## config.mk

```make
export PLATFORM = sky130hd
export DESIGN_NAME = in_fm_tile_scheduler_flat
export DESIGN_NICKNAME = d
export VERILOG_FILES = /design/src/rtl/in_fm_tile_scheduler_pkg.sv /design/src/rtl/in_fm_tile_scheduler_if.sv /design/src/rtl/in_fm_tile_scheduler_tile_loop_cnt.sv /design/src/rtl/in_fm_tile_scheduler.sv /design/src/flat_wrapper.sv
export SDC_FILE = /design/constraint.sdc
export NUM_CORES = 1
export LEC_CHECK = 0
export BUFFER_PORTS_ARGS = -buffer_cell sky130_fd_sc_hd__buf_2
export CORE_ASPECT_RATIO = 0.5
export CORE_MARGIN = 3
export CORE_UTILIZATION = 56
export DETAILED_ROUTE_END_ITERATION = 8
export HOLD_SLACK_MARGIN = 0.02
export PLACE_DENSITY = 0.81
export SLEW_MARGIN = 5
export SYNTH_ARGS = -nofsm -noshare
export SYNTH_HDL_FRONTEND = slang
export SYNTH_SLANG_ARGS = --single-unit
```

## constraint.sdc

```tcl
create_clock -name clk -period 4 [get_ports clk]
set_clock_uncertainty 0.1 [all_clocks]
set_input_delay 0.2 -clock clk [delete_from_list [all_inputs] [get_ports clk]]
set_output_delay 0.2 -clock clk [all_outputs]
set_load 0.02 [all_outputs]
```

## src/rtl/in_fm_tile_scheduler_pkg.sv

```systemverilog
// Shared types and helpers for the in-fm tile scheduler.
// Holds the FSM encoding and a tile-count helper for the benches.
package in_fm_tile_scheduler_pkg;

  typedef enum logic [2:0] {
    S_IDLE,
    S_ISSUE,
    S_WAIT_LOAD,
    S_DRAIN,
    S_DONE
  } sched_state_t;

  function automatic int unsigned tile_total(
    input int unsigned m,
    input int unsigned r,
    input int unsigned c,
    input int unsigned tm,
    input int unsigned tr,
    input int unsigned tc
  );
    return (m / tm) * (r / tr) * (c / tc);
  endfunction

endpackage

```

## src/rtl/in_fm_tile_scheduler_if.sv

```systemverilog
// Control/loader/conv-core bundle of the in-fm tile scheduler.
// master = scheduler side, slave = layer control + loader + core side.
interface in_fm_tile_scheduler_if
  import in_fm_tile_scheduler_pkg::*;
#(
  parameter int CW = 32
);

  logic          sched_start;
  logic          sched_busy;
  logic          sched_done;
  logic          load_start;
  logic          load_done;
  logic          tile_consumed;
  logic [CW-1:0] tile_base_m;
  logic [CW-1:0] tile_base_row;
  logic [CW-1:0] tile_base_col;
  logic          last_tile;
  logic [CW-1:0] tile_cnt;
  logic          err;

  modport master (
    input  sched_start,
    input  load_done,
    input  tile_consumed,
    output sched_busy,
    output sched_done,
    output load_start,
    output tile_base_m,
    output tile_base_row,
    output tile_base_col,
    output last_tile,
    output tile_cnt,
    output err
  );

  modport slave (
    output sched_start,
    output load_done,
    output tile_consumed,
    input  sched_busy,
    input  sched_done,
    input  load_start,
    input  tile_base_m,
    input  tile_base_row,
    input  tile_base_col,
    input  last_tile,
    input  tile_cnt,
    input  err
  );

endinterface

```

## src/rtl/in_fm_tile_scheduler_tile_loop_cnt.sv

```systemverilog
// Nested m/col/row wrap counter for in-fm tile bases.
// m is innermost, row outermost; adders only.
module in_fm_tile_scheduler_tile_loop_cnt
  import in_fm_tile_scheduler_pkg::*;
#(
  parameter int CW = 32,
  parameter int M  = 32,
  parameter int R  = 64,
  parameter int C  = 32,
  parameter int Tm = 8,
  parameter int Tr = 16,
  parameter int Tc = 8
) (
  input  logic          clk,
  input  logic          rst,
  input  logic          clr,
  input  logic          step,
  output logic [CW-1:0] m,
  output logic [CW-1:0] row,
  output logic [CW-1:0] col,
  output logic          last
);

  localparam logic [CW-1:0] M_LAST = CW'(M - Tm);
  localparam logic [CW-1:0] R_LAST = CW'(R - Tr);
  localparam logic [CW-1:0] C_LAST = CW'(C - Tc);
  localparam logic [CW-1:0] M_STEP = CW'(Tm);
  localparam logic [CW-1:0] R_STEP = CW'(Tr);
  localparam logic [CW-1:0] C_STEP = CW'(Tc);

  logic m_wrap;
  logic col_wrap;
  logic row_wrap;

  assign m_wrap   = (m == M_LAST);
  assign col_wrap = (col == C_LAST);
  assign row_wrap = (row == R_LAST);
  assign last     = m_wrap && col_wrap && row_wrap;

  always_ff @(posedge clk or posedge rst) begin
    if (rst) begin
      m   <= '0;
      row <= '0;
      col <= '0;
    end else if (clr) begin
      m   <= '0;
      row <= '0;
      col <= '0;
    end else if (step) begin
      m <= m_wrap ? '0 : m + M_STEP;
      if (m_wrap) begin
        col <= col_wrap ? '0 : col + C_STEP;
        if (col_wrap) begin
          row <= row_wrap ? '0 : row + R_STEP;
        end
      end
    end
  end

endmodule

```

## src/rtl/in_fm_tile_scheduler.sv

```systemverilog
// Issues in-fm tile loads over the whole M x R x C volume,
// throttled by a credit count of free downstream tile buffers.
module in_fm_tile_scheduler
  import in_fm_tile_scheduler_pkg::*;
#(
  parameter int CW      = 32,
  parameter int M       = 32,
  parameter int R       = 64,
  parameter int C       = 32,
  parameter int Tm      = 8,
  parameter int Tr      = 16,
  parameter int Tc      = 8,
  parameter int BUF_NUM = 2
) (
  input logic clk,
  input logic rst,
  in_fm_tile_scheduler_if.master bus
);

  if ((M % Tm) != 0 || (R % Tr) != 0 || (C % Tc) != 0 ||
      BUF_NUM < 1 || BUF_NUM > 2) begin : g_bad_cfg
    $error("in_fm_tile_scheduler: illegal tiling parameters");
  end

  localparam logic [1:0] CR_MAX = 2'(BUF_NUM);

  sched_state_t  state;
  logic [1:0]    credits;
  logic [1:0]    credits_nxt;
  logic [CW-1:0] cnt;
  logic          err_q;
  logic          issue;
  logic          cons_ok;
  logic          err_evt;
  logic          start_acc;
  logic          step;
  logic          last;
  logic [CW-1:0] base_m;
  logic [CW-1:0] base_row;
  logic [CW-1:0] base_col;

  assign start_acc = (state == S_IDLE) && bus.sched_start;
  assign issue     = (state == S_ISSUE) && (credits < CR_MAX);
  assign cons_ok   = bus.tile_consumed && (credits != 2'd0);
  assign step      = (state == S_WAIT_LOAD) && bus.load_done && !last;

  // A consume with no credit is an error and must not underflow.
  assign credits_nxt = credits + {1'b0, issue} - {1'b0, cons_ok};

  assign err_evt =
    (bus.tile_consumed && (credits == 2'd0)) ||
    (bus.load_done && (state != S_WAIT_LOAD));

  in_fm_tile_scheduler_tile_loop_cnt #(
    .CW (CW),
    .M  (M),
    .R  (R),
    .C  (C),
    .Tm (Tm),
    .Tr (Tr),
    .Tc (Tc)
  ) u_loop (
    .clk  (clk),
    .rst  (rst),
    .clr  (start_acc),
    .step (step),
    .m    (base_m),
    .row  (base_row),
    .col  (base_col),
    .last (last)
  );

  always_ff @(posedge clk or posedge rst) begin
    if (rst) begin
      state   <= S_IDLE;
      credits <= '0;
      cnt     <= '0;
      err_q   <= 1'b0;
    end else begin
      credits <= credits_nxt;
      if (err_evt) begin
        err_q <= 1'b1;
      end
      if (issue) begin
        cnt <= cnt + CW'(1);
      end
      unique case (state)
        S_IDLE: begin
          if (bus.sched_start) begin
            state <= S_ISSUE;
            cnt   <= '0;
            err_q <= 1'b0;
          end
        end
        S_ISSUE: begin
          if (issue) begin
            state <= S_WAIT_LOAD;
          end
        end
        S_WAIT_LOAD: begin
          if (bus.load_done) begin
            state <= last ? S_DRAIN : S_ISSUE;
          end
        end
        S_DRAIN: begin
          if (credits_nxt == 2'd0) begin
            state <= S_DONE;
          end
        end
        S_DONE: begin
          state <= S_IDLE;
        end
        default: begin
          state <= S_IDLE;
        end
      endcase
    end
  end

  assign bus.sched_busy    = (state != S_IDLE);
  assign bus.sched_done    = (state == S_DONE);
  assign bus.load_start    = issue;
  assign bus.tile_base_m   = base_m;
  assign bus.tile_base_row = base_row;
  assign bus.tile_base_col = base_col;
  assign bus.last_tile     = last;
  assign bus.tile_cnt      = cnt;
  assign bus.err           = err_q;

endmodule

```

## src/flat_wrapper.sv

```systemverilog
// flat-port wrapper written by rule: the top's interface ports become plain ports
module in_fm_tile_scheduler_flat import in_fm_tile_scheduler_pkg::*;
#(
  parameter int CW      = 32,
  parameter int M       = 32,
  parameter int R       = 64,
  parameter int C       = 32,
  parameter int Tm      = 8,
  parameter int Tr      = 16,
  parameter int Tc      = 8,
  parameter int BUF_NUM = 2
)
  (clk, rst, bus_sched_start, bus_load_done, bus_tile_consumed, bus_sched_busy, bus_sched_done, bus_load_start, bus_tile_base_m, bus_tile_base_row, bus_tile_base_col, bus_last_tile, bus_tile_cnt, bus_err);
  in_fm_tile_scheduler_if #(.CW(CW)) bus_i ();
  input logic clk;
  input logic rst;
  input wire logic [$bits(bus_i.sched_start)-1:0] bus_sched_start;
  input wire logic [$bits(bus_i.load_done)-1:0] bus_load_done;
  input wire logic [$bits(bus_i.tile_consumed)-1:0] bus_tile_consumed;
  output wire logic [$bits(bus_i.sched_busy)-1:0] bus_sched_busy;
  output wire logic [$bits(bus_i.sched_done)-1:0] bus_sched_done;
  output wire logic [$bits(bus_i.load_start)-1:0] bus_load_start;
  output wire logic [$bits(bus_i.tile_base_m)-1:0] bus_tile_base_m;
  output wire logic [$bits(bus_i.tile_base_row)-1:0] bus_tile_base_row;
  output wire logic [$bits(bus_i.tile_base_col)-1:0] bus_tile_base_col;
  output wire logic [$bits(bus_i.last_tile)-1:0] bus_last_tile;
  output wire logic [$bits(bus_i.tile_cnt)-1:0] bus_tile_cnt;
  output wire logic [$bits(bus_i.err)-1:0] bus_err;
  assign bus_i.sched_start = bus_sched_start;
  assign bus_i.load_done = bus_load_done;
  assign bus_i.tile_consumed = bus_tile_consumed;
  assign bus_sched_busy = bus_i.sched_busy;
  assign bus_sched_done = bus_i.sched_done;
  assign bus_load_start = bus_i.load_start;
  assign bus_tile_base_m = bus_i.tile_base_m;
  assign bus_tile_base_row = bus_i.tile_base_row;
  assign bus_tile_base_col = bus_i.tile_base_col;
  assign bus_last_tile = bus_i.last_tile;
  assign bus_tile_cnt = bus_i.tile_cnt;
  assign bus_err = bus_i.err;
  in_fm_tile_scheduler #(.CW(CW), .M(M), .R(R), .C(C), .Tm(Tm), .Tr(Tr), .Tc(Tc), .BUF_NUM(BUF_NUM)) u_core (.clk(clk), .rst(rst), .bus(bus_i));
endmodule
```

==> results by group, run 1 <==
Pwr
  – Sw power: 1.203 mW
  – Switch share: 31.53%
  – Pwr Density: 458.9 nW/µm²
  – Max IR drop VDD: 0.3019 mV
  – Int Power: 2.612 mW
  – Logic pwr share: 19.8%
  – Clock power frac: 43.4%
  – Flop pwr share: 36.8%
  – Leakage: 3.918 nW

Run status
  – Outcome: completed

Global route
  – Grt total ovfl: 0
  – Vias in the first global route: 6060
  – Largest net degree at the start of global routing: 77
  – GRT Resource Usage Total: 26.94%
  – Initial antenna violation count: 0
  – First-pass GRT wire length: 30480 µm

Floorplan
  – Die width: 163.4 µm
  – Initial Utilization: 58.05%
  – Ports: 138
  – Overall die height: 84.69 µm
  – Core ar.: 11950 µm²
  – Num rows: 28
  – Die area: 13840 µm²

Setup path
  – R2r setup slk: 0.80 ns
  – Crit path kind: flip-flop to flip-flop
  – Crit path launch: u_core.u_loop.m[14]
  – R2r startpoint: u_core.u_loop.m[14]
  – R2R Path End: u_core.u_loop.row[10]
  – R2r worst-path depth: 6
  – CP Capture Type: flip-flop
  – WP data required: 4.20 ns
  – Critical path arrival: 3.40 ns
  – Crit path capture: u_core.u_loop.row[10]
  – CP max FO: 12
  – Startpoint types: flip-flop

Synth
  – Mapped Area: 6935 µm²
  – Synth area leaders: dfrtp_1 45%, nor2_1 4.3%, o21ai_0 3.9%, nand2_1 3.3%, xnor2_1 3.0%
  – Register area share after synthesis: 44.74%
  – Avg Cell Area, Syn: 9.066 µm²
  – Synth unique cells: 62
  – Dominant cell type by area after synthesis: dfrtp_1
  – Ys async rst share: 100.0%
  – Synth Flop Type: dfrtp_1
  – Synthesized netlist cell count: 765
  – Post-synth EDFFs: 0
  – Synth Warn #: 0
  – Yosys reg bits: 124
  – Post-synth top area share: 44.74%

CTS
  – Clock slew at reported path FFs: 0.06 ns
  – CTS H-Tree Depth: 4
  – Clock sinks: 124
  – Longest Clk Path Bufs: 2
  – CTS buffer count: 17
  – Clk Latency, worst-skew pair: 0.41 ns
  – TritonCTS clock tree: done
  – Resized cells post-CTS: 0
  – Root Buffer: clkbuf_16

Routing
  – Drt pass-1 iters: 5
  – Via count: 6462
  – WL per Instance: 16.91 µm
  – Routed Antenna Nets: 0
  – 1st-iter DRT viols: 607
  – Drt drc: 0
  – Vias/cell: 6.062
  – Drt total wl: 18030 µm

Timing
  – PnR worst setup slack: 0.8006 ns
  – Max Freq: 312.6 MHz
  – Worst slew margin: 22.00%
  – Min Tclk post-route: 3.199 ns
  – RSZ-0062 raised after global routing: false
  – Setup violators final: 0
  – Final Hold Vio Count: 0
  – TNS Setup: 0 ns
  – Worst-Margin Slew: 1.166 ns
  – Slew Limit Fails: 0
  – Ratio of final minimum period to clock period: 79.99%

Placement
  – Post-place setup slack: 0.8298 ns
  – DP Area: 7660 µm²
  – IO buf count: 127
  – GPL Wtd Cong: 0.8757
  – DP HPWL: 11950 µm

Layout
  – Ant diodes: 0
  – # fillers: 940
  – Layout Nets: 899
  – Ratio of cells with drive above 1 in the final layout: 21.09%
  – Syn-to-layout area delta: 19.84%
  – Final Instance Area: 8312 µm²

Worst hold path
  – Hold crit path type: input pin to flip-flop

Run
  – Max-Cap Viols: 0
==> repair_timing <==
action	in CTS	in global routing
endpoints found under the setup margin	0	0
endpoints found under the hold margin	75	0
hold buffers	2	0
buffers inserted	0	0
==> through the flow <==
step	power [mW]	util, %	instances	hold slack, ns
6_report	3.815	69.57	1066	0.04697
5_1_grt	3.992	69.57	1066	0.07605
4_1_cts	3.825	69.57	1066	0.02424
3_5_place_dp	2.165	64.12	1032	0.3536
3_3_place_gp	2.137	64.12	1032	0.3453
2_1_floorplan	1.999	-	774	0.2242
==> critical path, stage by stage, from the launching register on <==
cell and delay [ns]:
dfrtp_1 0.41, or4_1 0.56, or4_4 0.60, nor3_4 0.32
nand3_1 0.45, buf_4 0.34, o41ai_1 0.33
==> layout by cell type (no fill, tap or decap), drive strengths merged, types with 15 or more instances in the layout <==
master,instances
o21ai,85
dfrtp,124
xor2,24
and3,23
buf,136
xnor2,24
nand2,61
and2,15
nand4,29
nand3,38
clkbuf,18
a21oi,29
inv,18
o31ai,27
nor4,22
nor2,79
nor3,15
and4,19
==> flip-flops by register name, indices dropped and copies added (netlist names) <==
register and cells:
u_core.bus.err 1, u_core.u_loop.row 28, u_core.u_loop.m 29, u_core.u_loop.col 29
u_core.state 3, u_core.credits 2, u_core.bus.tile_cnt 32
==> power by group through the flow <==
stage / clock network (mW) / logic [mW] / registers (mW)
after floorplan: 0 / 0.595 / 1.40
after global placement: 0 / 0.720 / 1.42
after detailed placement: 0 / 0.746 / 1.42
after CTS: 1.67 / 0.753 / 1.40
after global routing: 1.73 / 0.843 / 1.42
final: 1.65 / 0.755 / 1.40
==> worst min-delay path by stage <==
stage                      startpoint        endpoint  slack (ns)  cells after the start
detailed placement      bus_load_done  u_core.bus.err        0.35                      3
global placement        bus_load_done  u_core.bus.err        0.35                      3
global route        bus_tile_consumed  u_core.bus.err        0.08                      3
CTS                 bus_tile_consumed  u_core.bus.err        0.02                      3
finish              bus_tile_consumed  u_core.bus.err        0.05                      3
floorplan               bus_load_done  u_core.bus.err        0.22                      2
==> layout make-up <==
cell class	count	area, µm²	area share (%)
timing repair buffer	138	723.2	8.701
sequential	124	3103	37.33
tap	165	206.4	2.484
inverter	16	62.56	0.7527
multi-input combinational	591	3585	43.13
clock inverter	14	192.7	2.318
clock buffer	18	439.2	5.284
==> synth_stat cells, types with 2 or more instances <==
| master | instances |
|---|---|
| dfrtp_1 | 124 |
| nor2_1 | 79 |
| nand2_1 | 61 |
| o21ai_0 | 54 |
| nand3_1 | 38 |
| o21ai_1 | 31 |
| a21oi_1 | 29 |
| nand4_1 | 29 |
| o31ai_1 | 25 |
| xnor2_1 | 24 |
| xor2_1 | 24 |
| and3_1 | 23 |
| clkbuf_1 | 23 |
| nor4_1 | 20 |
| and4_1 | 18 |
| inv_1 | 16 |
| and2_1 | 15 |
| nor3_1 | 13 |
| or3_1 | 13 |
| buf_4 | 11 |
| a31oi_1 | 10 |
| nor2b_1 | 9 |
| ha_1 | 6 |
| mux2i_1 | 5 |
| buf_2 | 4 |
| nand2b_1 | 4 |
| o41ai_1 | 4 |
| a21boi_0 | 3 |
| buf_6 | 3 |
| o211ai_1 | 3 |
| or2_2 | 3 |
| or4_1 | 3 |
| a22oi_2 | 2 |
| a41oi_1 | 2 |
| buf_1 | 2 |
| nor3_4 | 2 |
| nor3b_1 | 2 |
| nor4_2 | 2 |
| o2111ai_1 | 2 |
| or2b_1 | 2 |
==> routing by layer <==
metal	wire [µm]	global-route usage [%]	vias to the layer above
met1	8229	38.19	3149
met3	1181	4.929	24
met4	242	7.751	0
met5	0	0	-
li1	-	-	3037
met2	8374	42.77	252
==> cell families after synthesis <==
group | Yosys count | synth area share (%)
AOI/OAI and AO/OA | 178 | 16.07
xor gates and xnor gates | 48 | 6.062
adders and majority gates | 6 | 1.082
buffers and inverters | 59 | 4.185
DFF | 124 | 44.74
muxes | 5 | 0.7217
other | 1 | 0.05407
and+or+nand+nor | 344 | 27.08
No activity file was read; power rests on OpenSTA's default activity.
==> inputs of run 2 (changes only) <==
--- a/config.mk
+++ b/config.mk
@@ -5,10 +5,11 @@
 export SDC_FILE = /design/constraint.sdc
 export NUM_CORES = 1
 export LEC_CHECK = 0
+export ABC_AREA = 1
 export BUFFER_PORTS_ARGS = -buffer_cell sky130_fd_sc_hd__buf_2
 export CORE_ASPECT_RATIO = 0.5
 export CORE_MARGIN = 3
-export CORE_UTILIZATION = 56
+export CORE_UTILIZATION = 58
 export DETAILED_ROUTE_END_ITERATION = 8
 export HOLD_SLACK_MARGIN = 0.02
 export PLACE_DENSITY = 0.81
==> constraint.sdc (replaced) <==
create_clock -name clk -period 3.2 [get_ports clk]
set_clock_uncertainty 0.1 [all_clocks]
set_input_delay 0.16 -clock clk [delete_from_list [all_inputs] [get_ports clk]]
set_output_delay 0.16 -clock clk [all_outputs]
set_load 0.02 [all_outputs]
==> results by group, run 2 <==
Synth
  – Synth Warn #: 0 (unchanged)
  – Mapped Area: 8685 µm² (was 6935 µm²)
  – Avg Cell Area, Syn: 6.381 µm² (was 9.066 µm²)
  – Post-synth top area share: 35.73% (was 44.74%)
  – Most frequent cells after synthesis: 446 x nand2_1, 280 x nor2_1, 124 x dfrtp_1, 124 x nand3_1, 121 x inv_1 (was 124 x dfrtp_1, 79 x nor2_1, 61 x nand2_1)
  – Synth Flop Type: dfrtp_1 (unchanged)
  – Count leader, synth: nand2_1 (was dfrtp_1)
  – Register area share after synthesis: 35.73% (was 44.74%)
  – Synth area leaders: dfrtp_1 36%, nand2_1 19%, nor2_1 12%, nand3_1 7.1%, inv_1 5.2% (was dfrtp_1 45%, nor2_1 4.3%, o21ai_0 3.9%, nand2_1 3.3%, xnor2_1 3.0%)
  – Post-synth EDFFs: 0 (unchanged)
  – Dominant cell type by area after synthesis: dfrtp_1 (unchanged)
  – Yosys reg bits: 124 (unchanged)
  – Synthesized netlist cell count: 1361 (was 765)
  – Ys async rst share: 100.0% (unchanged)
  – Synth unique cells: 37 (was 62)

Floorplan
  – Ports: 138 (unchanged)
  – Die width: 179.1 µm (was 163.4 µm)
  – Die area: 16570 µm² (was 13840 µm²)
  – Num rows: 30 (was 28)
  – Initial Utilization: 61.70% (was 58.05%)
  – Core ar.: 14080 µm² (was 11950 µm²)
  – Overall die height: 92.53 µm (was 84.69 µm)

Layout
  – Area of the multi-input gates: 4807 µm² (was 3585 µm²)
  – Max FFs per register: 32 (unchanged)
  – Layout Nets: 1497 (was 899)
  – Most common cell after layout, fill and taps aside: nand2_1 (was buf_2)
  – Syn-to-layout area delta: 15.44% (was 19.84%)
  – # fillers: 1270 (was 940)
  – Ant diodes: 0 (unchanged)
  – Register Area: 3103 µm² (unchanged)
  – Ratio of cells with drive above 1 in the final layout: 13.88% (was 21.09%)
  – Final core occ: 71.23% (was 69.57%)
  – Most frequent cells in the layout: 446 x nand2_1, 280 x nor2_1, 127 x buf_2 (was 127 x buf_2, 124 x dfrtp_1, 78 x nor2_1)

Routing
  – Drt drc: 0 (unchanged)
  – Drt total wl: 25370 µm (was 18030 µm)
  – Via count: 9285 (was 6462)
  – Vias/cell: 5.491 (was 6.062)
  – WL per Instance: 15.00 µm (was 16.91 µm)
  – 1st-iter DRT viols: 995 (was 607)
  – Drt pass-1 iters: 5 (unchanged)
  – Routed Antenna Nets: 0 (unchanged)

Timing
  – Setup violators final: 0 (unchanged)
  – Slew Limit Fails: 0 (unchanged)
  – TNS Setup: 0 ns (unchanged)
  – RSZ-0062 raised after global routing: false (unchanged)
  – Worst-Margin Slew: 0.8128 ns (was 1.166 ns)
  – Ratio of final minimum period to clock period: 77.49% (was 79.99%)
  – Worst slew margin: 45.82% (was 22.00%)
  – Min Tclk post-route: 2.480 ns (was 3.199 ns)
  – PnR worst setup slack: 0.7205 ns (was 0.8006 ns)
  – Max Freq: 403.3 MHz (was 312.6 MHz)
  – Final Hold Vio Count: 0 (unchanged)

Global route
  – Grt total ovfl: 0 (unchanged)
  – Largest net degree at the start of global routing: 125 (was 77)
  – Vias in the first global route: 8448 (was 6060)
  – GRT Resource Usage Total: 31.16% (was 26.94%)
  – First-pass GRT wire length: 41870 µm (was 30480 µm)
  – Initial antenna violation count: 0 (unchanged)

Pwr
  – Overall Power: 5.766 mW (was 3.815 mW)
  – Pwr Density: 575.1 nW/µm² (was 458.9 nW/µm²)
  – Leakage: 5.174 nW (was 3.918 nW)
  – Max IR drop VDD: 0.4672 mV (was 0.3019 mV)

Setup path
  – R2r setup slk: 0.72 ns (was 0.80 ns)
  – CP max FO: 7 (was 12)
  – CP Capture Type: flip-flop (unchanged)
  – Startpoint types: flip-flop (unchanged)
  – WP data required: 3.44 ns (was 4.20 ns)
  – Crit path launch: u_core.state[2] (was u_core.u_loop.m[14])
  – R2r startpoint: u_core.state[2] (was u_core.u_loop.m[14])
  – Crit path kind: flip-flop to flip-flop (unchanged)
  – R2r worst-path depth: 14 (was 6)
  – Critical path arrival: 2.72 ns (was 3.40 ns)
  – R2R Path End: u_core.state[1] (was u_core.u_loop.row[10])

Worst hold path
  – Hold crit path type: input pin to async pin (was input pin to flip-flop)

CTS
  – Clock slew at reported path FFs: 0.06 ns (about the same)
  – CTS buffer count: 17 (unchanged)
  – Clk Latency, worst-skew pair: 0.42 ns (was 0.41 ns)
  – Root Buffer: clkbuf_16 (unchanged)
  – TritonCTS clock tree: done (unchanged)
  – Postcts setup bufs: 0 (unchanged)
  – CTS H-Tree Depth: 4 (unchanged)
  – Resized cells post-CTS: 0 (unchanged)
  – Clock sinks: 124 (unchanged)
  – Longest Clk Path Bufs: 2 (unchanged)

Placement
  – DP HPWL: 17810 µm (was 11950 µm)
  – GPL Wtd Cong: 1.012 (was 0.8757)
  – IO buf count: 127 (unchanged)
  – Post-place setup slack: 0.8755 ns (was 0.8298 ns)

Run status
  – Outcome: completed (unchanged)

Run
  – Max-Cap Viols: 0 (unchanged)
run 2: cell count changes in the layout (fill, tap and decap cells not counted), moves of 17 or more:
cell | before | now
nor4_1 | 20 | 1
o31ai_1 | 25 | 0
nand2_1 | 61 | 446
o21ai_1 | 32 | 0
o21ai_0 | 53 | 36
nor3_1 | 13 | 34
inv_1 | 15 | 120
and3_1 | 23 | 1
nand3_1 | 38 | 124
and4_1 | 18 | 0
nor2_1 | 78 | 280
run 2: cell type report:
type / count / share of cell area (%)
Sequential cell: 124 / 30.95
Tap cell: 192 / 2.396
Timing Repair Buffer: 142 / 7.737
Clock inverter: 13 / 1.660
Clock buffer: 19 / 4.518
Multi-Input combinational cell: 1074 / 47.95
Inverter: 127 / 4.792
run 2: where the power goes:
group	switching (mW)	internal, mW
clock	0.779	1.27
sequential	0.242	1.73
combinational	1.26	0.484
run 2: how the worst max path moves through the flow:
stage               depth (start not counted)  slack, ns             endpoint
global route                               14       0.55      u_core.state[1]
finish                                     14       0.72      u_core.state[1]
global placement                           11       0.96  u_core.u_loop.m[27]
detailed placement                         14       0.88      u_core.state[1]
CTS                                        14       0.74      u_core.state[1]
floorplan                                  15       0.93      u_core.state[1]
run 2: per-stage QoR:
| stage | hold WS [ns] | std cells | instance area (µm²) |
|---|---|---|---|
| after floorplan | 0.2284 | 1370 | 8722 |
| after global placement | 0.3207 | 1653 | 9346 |
| after detailed placement | 0.3333 | 1653 | 9346 |
| after CTS | 0.4296 | 1691 | 10030 |
| after global routing | 0.4588 | 1691 | 10030 |
| final | 0.3867 | 1691 | 10030 |
run 2: layer usage:
layer | share of wire, % | vias up | global-route usage (%)
met4 | 1.9 | 0 | 9.067
met1 | 45 | 4261 | 45.50
met2 | 44 | 483 | 47.25
met5 | 0 | - | 0
met3 | 9.5 | 47 | 5.528
li1 | - | 4494 | -
run 2: cell families (layout without fill, tap and decap cells):
kind of cell / Yosys count / count (layout) / synth area share (%)
adders and majority gates: 6 / 6 / 0.8644
AOI/OAI and AO/OA: 73 / 73 / 4.610
and+or+nand+nor: 939 / 939 / 44.81
other: 1 / 10 / 0.04318
xor gates and xnor gates: 46 / 46 / 4.639
buffers and inverters: 172 / 301 / 9.307
DFF: 124 / 124 / 35.73
run 2: worst max-delay path: stages (launching register included):
cell and delay [ns]:
dfrtp_1 0.44, inv_1 0.13, nand3_1 0.17, nor2_2 0.16, inv_2 0.09, ha_1 0.29
inv_1 0.06, ha_1 0.13, inv_1 0.05, or2_2 0.30, nand3b_1 0.09, nand2_1 0.06
nand2_1 0.12, nor2_1 0.06, a21oi_1 0.14
run 2: timing repair:
item	in CTS	in global routing
setup endpoints to repair	0	0
hold buffers	6	0
hold endpoints to repair	127	0
